[src/rtl/irq_ctrl_pkg.sv]
// Shared types and constants for the machine-level interrupt controller.
package irq_ctrl_pkg;

    localparam int unsigned N_SRC_DEF    = 4;
    localparam int unsigned ID_W_DEF     = 2;
    localparam logic [31:0] MCAUSE_M_EXT = 32'h8000_000b;

    typedef enum logic [1:0] {
        IDLE    = 2'd0,
        REQ     = 2'd1,
        SERVICE = 2'd2
    } irq_state_e;

endpackage

[src/rtl/irq_sync_det.sv]
// Per-source 2-flop synchroniser plus detector; IRQ_CTRL_EDGE_EN selects
// a one-cycle rising-edge pulse, otherwise the synchronised level is passed on.
module irq_sync_det (
    input  logic clock,
    input  logic reset_n,
    input  logic irq_src,
    output logic det
);

    logic meta;
    logic sync;

`ifdef IRQ_CTRL_EDGE_EN
    logic sync_d;

    always_ff @(posedge clock or negedge reset_n) begin
        if (!reset_n) begin
            meta   <= 1'b0;
            sync   <= 1'b0;
            sync_d <= 1'b0;
        end else begin
            meta   <= irq_src;
            sync   <= meta;
            sync_d <= sync;
        end
    end

    assign det = sync & ~sync_d;
`else
    always_ff @(posedge clock or negedge reset_n) begin
        if (!reset_n) begin
            meta <= 1'b0;
            sync <= 1'b0;
        end else begin
            meta <= irq_src;
            sync <= meta;
        end
    end

    assign det = sync;
`endif

endmodule

[src/rtl/irq_ctrl.sv]
// Interrupt controller top: pending/enable registers, fixed-priority select
// and request FSM. Define IRQ_CTRL_EDGE_EN for edge-triggered pending bits.
module irq_ctrl
    import irq_ctrl_pkg::*;
#(
    parameter int unsigned           N_SRC  = N_SRC_DEF,
    parameter int unsigned           ID_W   = ID_W_DEF,
    parameter logic [N_SRC-1:0]      EN_RST = '1
) (
    input  logic             clock,
    input  logic             reset_n,
    input  logic [N_SRC-1:0] irq_src,
    input  logic             en_we,
    input  logic [N_SRC-1:0] en_wdata,
    input  logic             int_ack,
    input  logic             ret,
    output logic             int_req,
    output logic [ID_W-1:0]  irq_id,
    output logic [N_SRC-1:0] pending,
    output logic [N_SRC-1:0] enable
);

    irq_state_e       state;
    logic [N_SRC-1:0] det;
    logic [N_SRC-1:0] active;
    logic             any_active;
    logic [ID_W-1:0]  sel;

    for (genvar g = 0; g < N_SRC; g++) begin : g_src
        irq_sync_det u_det (
            .clock   (clock),
            .reset_n (reset_n),
            .irq_src (irq_src[g]),
            .det     (det[g])
        );
    end

`ifdef IRQ_CTRL_EDGE_EN
    logic [N_SRC-1:0] ack_clr;

    assign ack_clr = (state == REQ && int_ack) ? (N_SRC'(1) << irq_id) : '0;

    // OR-ing the set pulse after the clear lets a coincident new edge survive the ack
    always_ff @(posedge clock or negedge reset_n) begin
        if (!reset_n) pending <= '0;
        else          pending <= (pending & ~ack_clr) | det;
    end
`else
    always_ff @(posedge clock or negedge reset_n) begin
        if (!reset_n) pending <= '0;
        else          pending <= det;
    end
`endif

    always_ff @(posedge clock or negedge reset_n) begin
        if (!reset_n)   enable <= EN_RST;
        else if (en_we) enable <= en_wdata;
    end

    always_comb begin
        logic found;
        active     = pending & enable;
        any_active = |active;
        sel        = '0;
        found      = 1'b0;
        for (int unsigned i = 0; i < N_SRC; i++) begin
            if (active[i] && !found) begin
                sel   = ID_W'(i);
                found = 1'b1;
            end
        end
    end

    always_ff @(posedge clock or negedge reset_n) begin
        if (!reset_n) begin
            state   <= IDLE;
            int_req <= 1'b0;
            irq_id  <= '0;
        end else begin
            case (state)
                IDLE: begin
                    if (any_active) begin
                        state   <= REQ;
                        int_req <= 1'b1;
                        irq_id  <= sel;
                    end
                end
                REQ: begin
                    if (int_ack) begin
                        state   <= SERVICE;
                        int_req <= 1'b0;
                    end
                end
                SERVICE: begin
                    if (ret) state <= IDLE;
                end
                default: begin
                    state   <= IDLE;
                    int_req <= 1'b0;
                end
            endcase
        end
    end

endmodule
[config.mk]
export PLATFORM = sky130hd
export DESIGN_NAME = irq_ctrl
export DESIGN_NICKNAME = d
export VERILOG_FILES = /design/src/rtl/irq_ctrl_pkg.sv /design/src/rtl/irq_sync_det.sv /design/src/rtl/irq_ctrl.sv
export SDC_FILE = /design/constraint.sdc
export NUM_CORES = 1
export LEC_CHECK = 0
export BUFFER_PORTS_ARGS = -buffer_cell sky130_fd_sc_hd__buf_4
export CAP_MARGIN = 20
export CORE_MARGIN = 3
export CORE_UTILIZATION = 49
export DETAILED_ROUTE_END_ITERATION = 12
export PLACE_DENSITY = 0.8
export SETUP_SLACK_MARGIN = 0.4
export SYNTH_ARGS = -nofsm -noshare
export SYNTH_HDL_FRONTEND = slang
export SYNTH_HIERARCHICAL = 1
export SYNTH_SLANG_ARGS = --single-unit
[constraint.sdc]
create_clock -name clock -period 4.43 [get_ports clock]
set_clock_uncertainty 0.2 [all_clocks]
set_input_delay 1.1075 -clock clock [delete_from_list [all_inputs] [get_ports clock]]
set_output_delay 1.1075 -clock clock [all_outputs]
set_load 0.01 [all_outputs]
==> flow_metrics.py, run 1 <==
metrics = {
    "worst_setup_path": {
        "endpoint": "enable[2]",
        "path_type_of_the_worst_setup_path": "reg2out",
        "worstSetupEndpointType": "output pin",
        "cp_slowest_stage_delay_ns": 0.58,
        "r2r_end": "int_req",
        "crit-reg2reg-launch": "pending[1]",
        "worstPathArrival_ns": 1.00,
        "worst_path_max_delay_cell": "dfstp_2",
        "timing.critical_path.max_delay_family": "flip-flops",
        "crit_start": "enable[2]",
        "crit_cells": 1,
        "worstRegToRegCells": 3,
        "critPathMaxFanout": 5,
        "critical_path.cell_chain": "buf_4",
        "cp_data_required_time_ns": 3.12,
        "r2r_setup_slack_ns": 2.81,
        "timing.critical_path.buf_inv": 1,
        "setup.worst_path.start_class": "register",
    },
    "synthesis": {
        "postSynth.asyncResetShare": 1.000,
        "dominantRegCellSynth": "dfrtp_1",
        "synth.cell_area_um2": 696.9,
        "ys_seq_area_frac": 0.7612,
        "postSynthRegisterBits": 21,
        "synth-edff-count": 0,
        "synthCells": 46,
        "yosysUniqueCellTypes": 12,
        "synth_fp_nets": 59,
        "synth_commonest_cells": "dfrtp_1, a21oi_1, nand2_1, dfstp_2, mux2_1",
        "yosysMostFrequentCell": "dfrtp_1",
        "yosysTopAreaCellShare": 0.6104,
        "avgSynthCellArea_um2": 15.15,
        "yosysWarnings": 6,
        "synth_area_leader_cell": "dfrtp_1",
        "netlist_top_cells_area": "dfrtp_1, dfstp_2, mux2_1",
    },
    "clock_tree": {
        "clkSinkCount": 21,
        "root_buffer": "clkbuf_4",
        "tritoncts.num_buffers": 3,
        "post-cts-setup-buffer-count": 0,
        "clk_pin_slew_worst_paths_ns": 0.10,
        "max-clock-path-buffers": 2,
        "clk_latency_ns": 0.30,
        "holdBufCountCts": 0,
        "cts_tree": "built",
        "h-tree-depth": 1,
        "postCtsResizedCells": 0,
    },
    "floorplan": {
        "die-area_um2": 1911,
        "core_area_um2": 1216,
        "die_width_um": 43.72,
        "floorplan.initialDensity": 0.5730,
        "row_count": 12,
        "ios": 24,
        "die_h_um": 43.72,
    },
    "global_route": {
        "grt.met3_usage": 0.03734,
        "antenna_found_initial": 0,
        "overflow": 0,
        "largest_net_degree_at_the_start_of_global_routing": 22,
        "total_routing_usage_gr": 0.1483,
        "first_pass_grt_wire_length_um": 2001,
        "global_route.peak_usage_layer": "met2",
        "globalRouteMet1Util": 0.1771,
        "via_count_of_the_first_global_routing_pass": 440,
        "grt_util_met2": 0.2384,
    },
    "layout": {
        "n_antenna_cell": 0,
        "fill_cells": 73,
        "finalNetCount": 87,
        "drive_above_1_share": 0.4110,
        "flow.area_growth_from_synthesis_pct": 31.06,
        "final_util": 0.7510,
    },
    "flow_run": {
        "maxCapViolCount": 0,
    },
    "pwr": {
        "combPwrFrac": 0.237,
        "seq_power_share": 0.565,
        "power_switching_share": 0.2870,
        "cell_internal_pwr_uw": 319.4,
        "max-vdd-ir-drop_mv": 0.2969,
        "static-leakage-power_nw": 0.4307,
        "total_switching_power_uw": 128.6,
        "power.density_nw_per_um2": 490.5,
        "power_frac_clock": 0.198,
    },
    "drt": {
        "detail_route.iter0.violations": 7,
        "vias_per_cell": 5.138,
        "drt_first_pass_iters": 4,
        "residual_antenna_violating_net_count_after_detailed_routing": 0,
        "remaining_drc_errors": 0,
        "vias": 447,
        "detail_route.wirelength_um": 1243,
        "detail_route.wl_per_cell_um": 14.29,
    },
    "sta": {
        "final_count_of_negative_setup_slack_endpoints": 0,
        "achievable-frequency_ghz": 0.4335,
        "timing.final.max_slew_violations": 0,
        "layout_worst_path_cycle_share": 0.5207,
        "tns_setup_ns": 0,
        "number_of_failing_hold_endpoints_at_the_final_stage": 0,
        "worst-slew-pin-transition_ns": 0.3094,
        "rsz_0062_raised_after_global_routing": "false",
        "max-slew-margin-rel": 0.7929,
        "timing.final.crit_period_ns": 2.307,
    },
    "place": {
        "buffer_ports.inserted": 23,
        "gp_routability_congestion": 0.7793,
    },
    "hold_path": {
        "hp-class": "reg2reg",
    },
    "run_status": {
        "status": "finished clean",
    },
}
[state kept, by name, summed over array words and instances (netlist names)]
register          count
enable                4
g_src.u_det/det       4
g_src.u_det/meta      4
int_req               1
irq_id                2
pending               4
state                 2
[cells by family after synthesis]
family | Yosys count | share of synthesized area
flops | 21 | 0.7612
compound gates | 12 | 0.1221
mux | 4 | 0.06463
simple gates | 9 | 0.05207
[layout make-up]
type | count | area (um2) | share of cell area
timing repair buffer | 23 | 172.7 | 0.1890
multi-input combinational | 25 | 166.4 | 0.1822
sequential | 21 | 530.5 | 0.5808
clock buffer | 4 | 26.28 | 0.02877
tap | 14 | 17.52 | 0.01918
[through the flow]
stage	cell area, um2	total power [mW]	setup WS, ns	cells	hold slack (ns)
global route	913.4	0.4737	2.062	87	0.1672
floorplan	696.9	0.3083	2.572	46	0.1312
detailed placement	887.1	0.3637	2.450	83	0.1356
CTS	913.4	0.4524	2.101	87	0.1617
finish	913.4	0.4480	2.123	87	0.1582
global placement	887.1	0.3582	2.466	83	0.1324
[power groups by stage]
stage	sequential, mW	combinational, mW	clock, mW
floorplan	0.262	0.0462	0
global placement	0.255	0.103	0
detailed placement	0.257	0.107	0
CTS	0.253	0.107	0.0922
global route	0.258	0.115	0.0998
finish	0.253	0.106	0.0889
[layer usage]
| metal | wire length, um | vias to the layer above |
|---|---|---|
| li1 | - | 217 |
| met1 | 549 | 215 |
| met2 | 615 | 15 |
| met3 | 79 | 0 |
| met4 | 0 | 0 |
| met5 | 0 | - |
[worst min path at each step]
stage	startpoint	depth (start not counted)	slack, ns	to
final	g_src[1].u_det/meta	0	0.16	g_src[1].u_det/det
after global routing	g_src[2].u_det/meta	0	0.17	g_src[2].u_det/det
after CTS	g_src[1].u_det/det	0	0.16	pending[1]
after detailed placement	g_src[1].u_det/det	0	0.14	pending[1]
after global placement	g_src[1].u_det/det	0	0.13	pending[1]
after floorplan	g_src[0].u_det/meta	0	0.13	g_src[0].u_det/det
[layout by cell type, fill, tap and decap left out, drive strengths merged]
cell and instances:
mux2 4, o21a 1, nand2 5, o21ai 1
a22o 2, clkbuf 4, nor2b 1, a32o 1
dfrtp 17, nor2 3, a221o 2, buf 23
a21oi 5, dfstp 4
Note: power is estimated with default switching activity, not from simulation.
==> run 2: changes to the inputs <==
--- a/config.mk
+++ b/config.mk
@@ -5,12 +5,13 @@
 export SDC_FILE = /design/constraint.sdc
 export NUM_CORES = 1
 export LEC_CHECK = 0
+export ABC_AREA = 1
 export BUFFER_PORTS_ARGS = -buffer_cell sky130_fd_sc_hd__buf_4
 export CAP_MARGIN = 20
 export CORE_MARGIN = 3
-export CORE_UTILIZATION = 49
+export CORE_UTILIZATION = 42
 export DETAILED_ROUTE_END_ITERATION = 12
-export PLACE_DENSITY = 0.8
+export PLACE_DENSITY = 0.73
 export SETUP_SLACK_MARGIN = 0.4
 export SYNTH_ARGS = -nofsm -noshare
 export SYNTH_HDL_FRONTEND = slang
==> constraint.sdc (replaced) <==
create_clock -name clock -period 2 [get_ports clock]
set_clock_uncertainty 0.2 [all_clocks]
set_input_delay 0.5 -clock clock [delete_from_list [all_inputs] [get_ports clock]]
set_output_delay 0.5 -clock clock [all_outputs]
set_load 0.01 [all_outputs]
==> run 2 against run 1 <==
Synthesized cell count rose by 30%. Clock power increased by 130%. Die area is 20% higher. Hold slack worse by 0.058 ns. Clock-buffer cell count shrank 1. Cell count grew 23%. Critical path depth unchanged.
==> flow_metrics.py, run 2 <==
metrics = {
    "layout": {
        "fill_cells": 141,
        "layout_common_cells": "buf_4, dfrtp_1, nand2_1",
        "post_layout_nonfiller_instances": 107,
        "most_common_cell_after_layout_fill_and_taps_aside": "buf_4",
        "flow.area_growth_from_synthesis_pct": 37.82,
        "finalNetCount": 105,
        "n_antenna_cell": 0,
        "multiInputGateArea_um2": 173.9,
        "seqCellArea_um2": 530.5,
        "drive_above_1_share": 0.5385,
        "finalInstanceArea_um2": 1012,
        "final_util": 0.6421,
    },
    "worst_setup_path": {
        "setup.worst_path.start_class": "register",
        "crit_start": "enable[0]",
        "path_type_of_the_worst_setup_path": "reg2out",
        "cp_slowest_stage_delay_ns": 0.57,
        "critPathMaxFanout": 3,
        "worst_path_max_delay_cell": "dfstp_2",
        "timing.critical_path.max_delay_family": "flip-flops",
        "worstSetupEndpointType": "output pin",
        "cp_data_required_time_ns": 1.30,
        "worstPathArrival_ns": 0.96,
        "critical_path.cell_chain": "buf_6",
        "crit-reg2reg-launch": "enable[2]",
        "timing.critical_path.buf_inv": 1,
    },
    "synthesis": {
        "synth_fp_nets": 73,
        "synth_area_leader_cell": "dfrtp_1",
        "yosysWarnings": 6,
        "netlist_top_cells_area": "dfrtp_1, dfstp_2, nand2_1",
        "postSynthRegisterBits": 21,
        "yosysMostFrequentCell": "dfrtp_1",
        "synthCells": 60,
        "synth_commonest_cells": "dfrtp_1, nand2_1, nand2_2",
        "synth.cell_area_um2": 734.5,
        "dominantRegCellSynth": "dfrtp_1",
        "synth-edff-count": 0,
        "avgSynthCellArea_um2": 12.24,
        "yosysTopAreaCellShare": 0.5792,
        "ys_seq_area_frac": 0.7223,
        "yosysUniqueCellTypes": 12,
        "postSynth.asyncResetShare": 1.000,
    },
    "sta": {
        "achievable-frequency_ghz": 0.6008,
        "worst-slew-pin-transition_ns": 0.2593,
        "minimum_hold_slack_ns": 0.09993,
        "layout_worst_path_cycle_share": 0.8322,
        "timing.final.crit_period_ns": 1.664,
        "tns_setup_ns": 0,
        "number_of_failing_hold_endpoints_at_the_final_stage": 0,
        "max-slew-margin-rel": 0.8271,
        "timing.final.max_slew_violations": 0,
        "final_count_of_negative_setup_slack_endpoints": 0,
        "rsz_0062_raised_after_global_routing": "true",
        "final_critical_path_setup_slack_ns": 0.3356,
    },
    "clock_tree": {
        "h-tree-depth": 1,
        "clkSinkCount": 21,
        "clk_latency_ns": 0.29,
        "tritoncts.num_buffers": 3,
        "max-clock-path-buffers": 2,
        "root_buffer": "clkbuf_4",
        "cts_tree": "built",
        "clk_pin_slew_worst_paths_ns": 0.11,
    },
    "hold_path": {
        "hp-class": "in2reg",
        "worst_hold_startpoint": "irq_src[1]",
    },
    "global_route": {
        "overflow": 0,
        "total_routing_usage_gr": 0.1234,
        "antenna_found_initial": 0,
        "via_count_of_the_first_global_routing_pass": 499,
        "largest_net_degree_at_the_start_of_global_routing": 22,
        "grt_util_met2": 0.1979,
        "grt.met3_usage": 0.03383,
        "global_route.peak_usage_layer": "met2",
        "globalRouteMet1Util": 0.1579,
        "first_pass_grt_wire_length_um": 1959,
    },
    "pwr": {
        "totalPowerFinal_mw": 1.057,
        "static-leakage-power_nw": 0.5234,
        "power.density_nw_per_um2": 1045,
        "max-vdd-ir-drop_mv": 0.6218,
    },
    "floorplan": {
        "die_h_um": 47.82,
        "die-area_um2": 2286,
        "core_area_um2": 1577,
        "die_width_um": 47.82,
        "row_count": 14,
        "ios": 24,
        "floorplan.initialDensity": 0.4659,
    },
    "drt": {
        "detail_route.wirelength_um": 1141,
        "detail_route.iter0.violations": 4,
        "vias_per_cell": 4.654,
        "drt_first_pass_iters": 4,
        "detail_route.wl_per_cell_um": 10.66,
        "remaining_drc_errors": 0,
        "vias": 498,
        "residual_antenna_violating_net_count_after_detailed_routing": 0,
    },
    "place": {
        "buffer_ports.inserted": 23,
        "numPlacedInstances": 99,
        "post-place-ws_ns": 0.6486,
        "detailed_place_hpwl_um": 861.4,
        "gp_routability_congestion": 0.7917,
        "placedInstanceArea_um2": 927.1,
    },
    "flow_run": {
        "maxCapViolCount": 0,
    },
    "run_status": {
        "status": "finished clean",
    },
}
-- run 2: cell count changes after synthesis, sizes merged --
cell	previous run	this run
a221o	2	0
o21ai	1	2
a32o	1	0
nand3b	0	1
o21a	1	0
inv	0	8
nor2b	1	0
nand2	5	20
a22o	2	0
nand3	0	3
a21oi	5	0
nor2	3	1
-- run 2: kinds of logic after synthesis --
logic type / Yosys count / synth area share
muxes: 4 / 0.06132
and+or+nand+nor: 25 / 0.1618
buffers and inverters: 8 / 0.04087
AOI/OAI and AO/OA: 2 / 0.01362
DFF: 21 / 0.7223
-- run 2: cell type report --
class,instances,share of cell area
clock buffer,3,0.02225
clock inverter,1,0.007417
inverter,8,0.02967
multi-input combinational,31,0.1718
sequential,21,0.5241
tap,16,0.01978
timing repair buffer,27,0.2250
-- run 2: path summary, 6_finish.rpt --
kind,end,slack [ns],cells past startpoint
worst min register to register,g_src[3].u_det/det,0.16,0
worst max-delay path,enable[0],0.34,1
min in group asynchronous,irq_id[1],0.41,2
max in group asynchronous,enable[0],0.93,2
worst min-delay path,g_src[1].u_det/meta,0.1,1
worst max register to register,irq_id[0],0.62,8
-- run 2: timing repair --
item                       CTS  global route
buffers inserted             3             0
gates resized for setup      3             3
hold endpoints to repair    17             0
hold buffers                 1             0
setup endpoints to repair    4             6
-- run 2: report_power, final --
group	leakage (nW)	internal, mW	total (mW)	switching (mW)
sequential	0.244	0.500	0.542	0.0425
clock	0.0139	0.0760	0.202	0.126
combinational	0.266	0.151	0.313	0.162
-- run 2: metal layers --
metal | part of all wire | vias up
met5 | 0 | -
met4 | 0 | 0
met3 | 0.083 | 0
met2 | 0.48 | 21
met1 | 0.44 | 230
li1 | - | 247
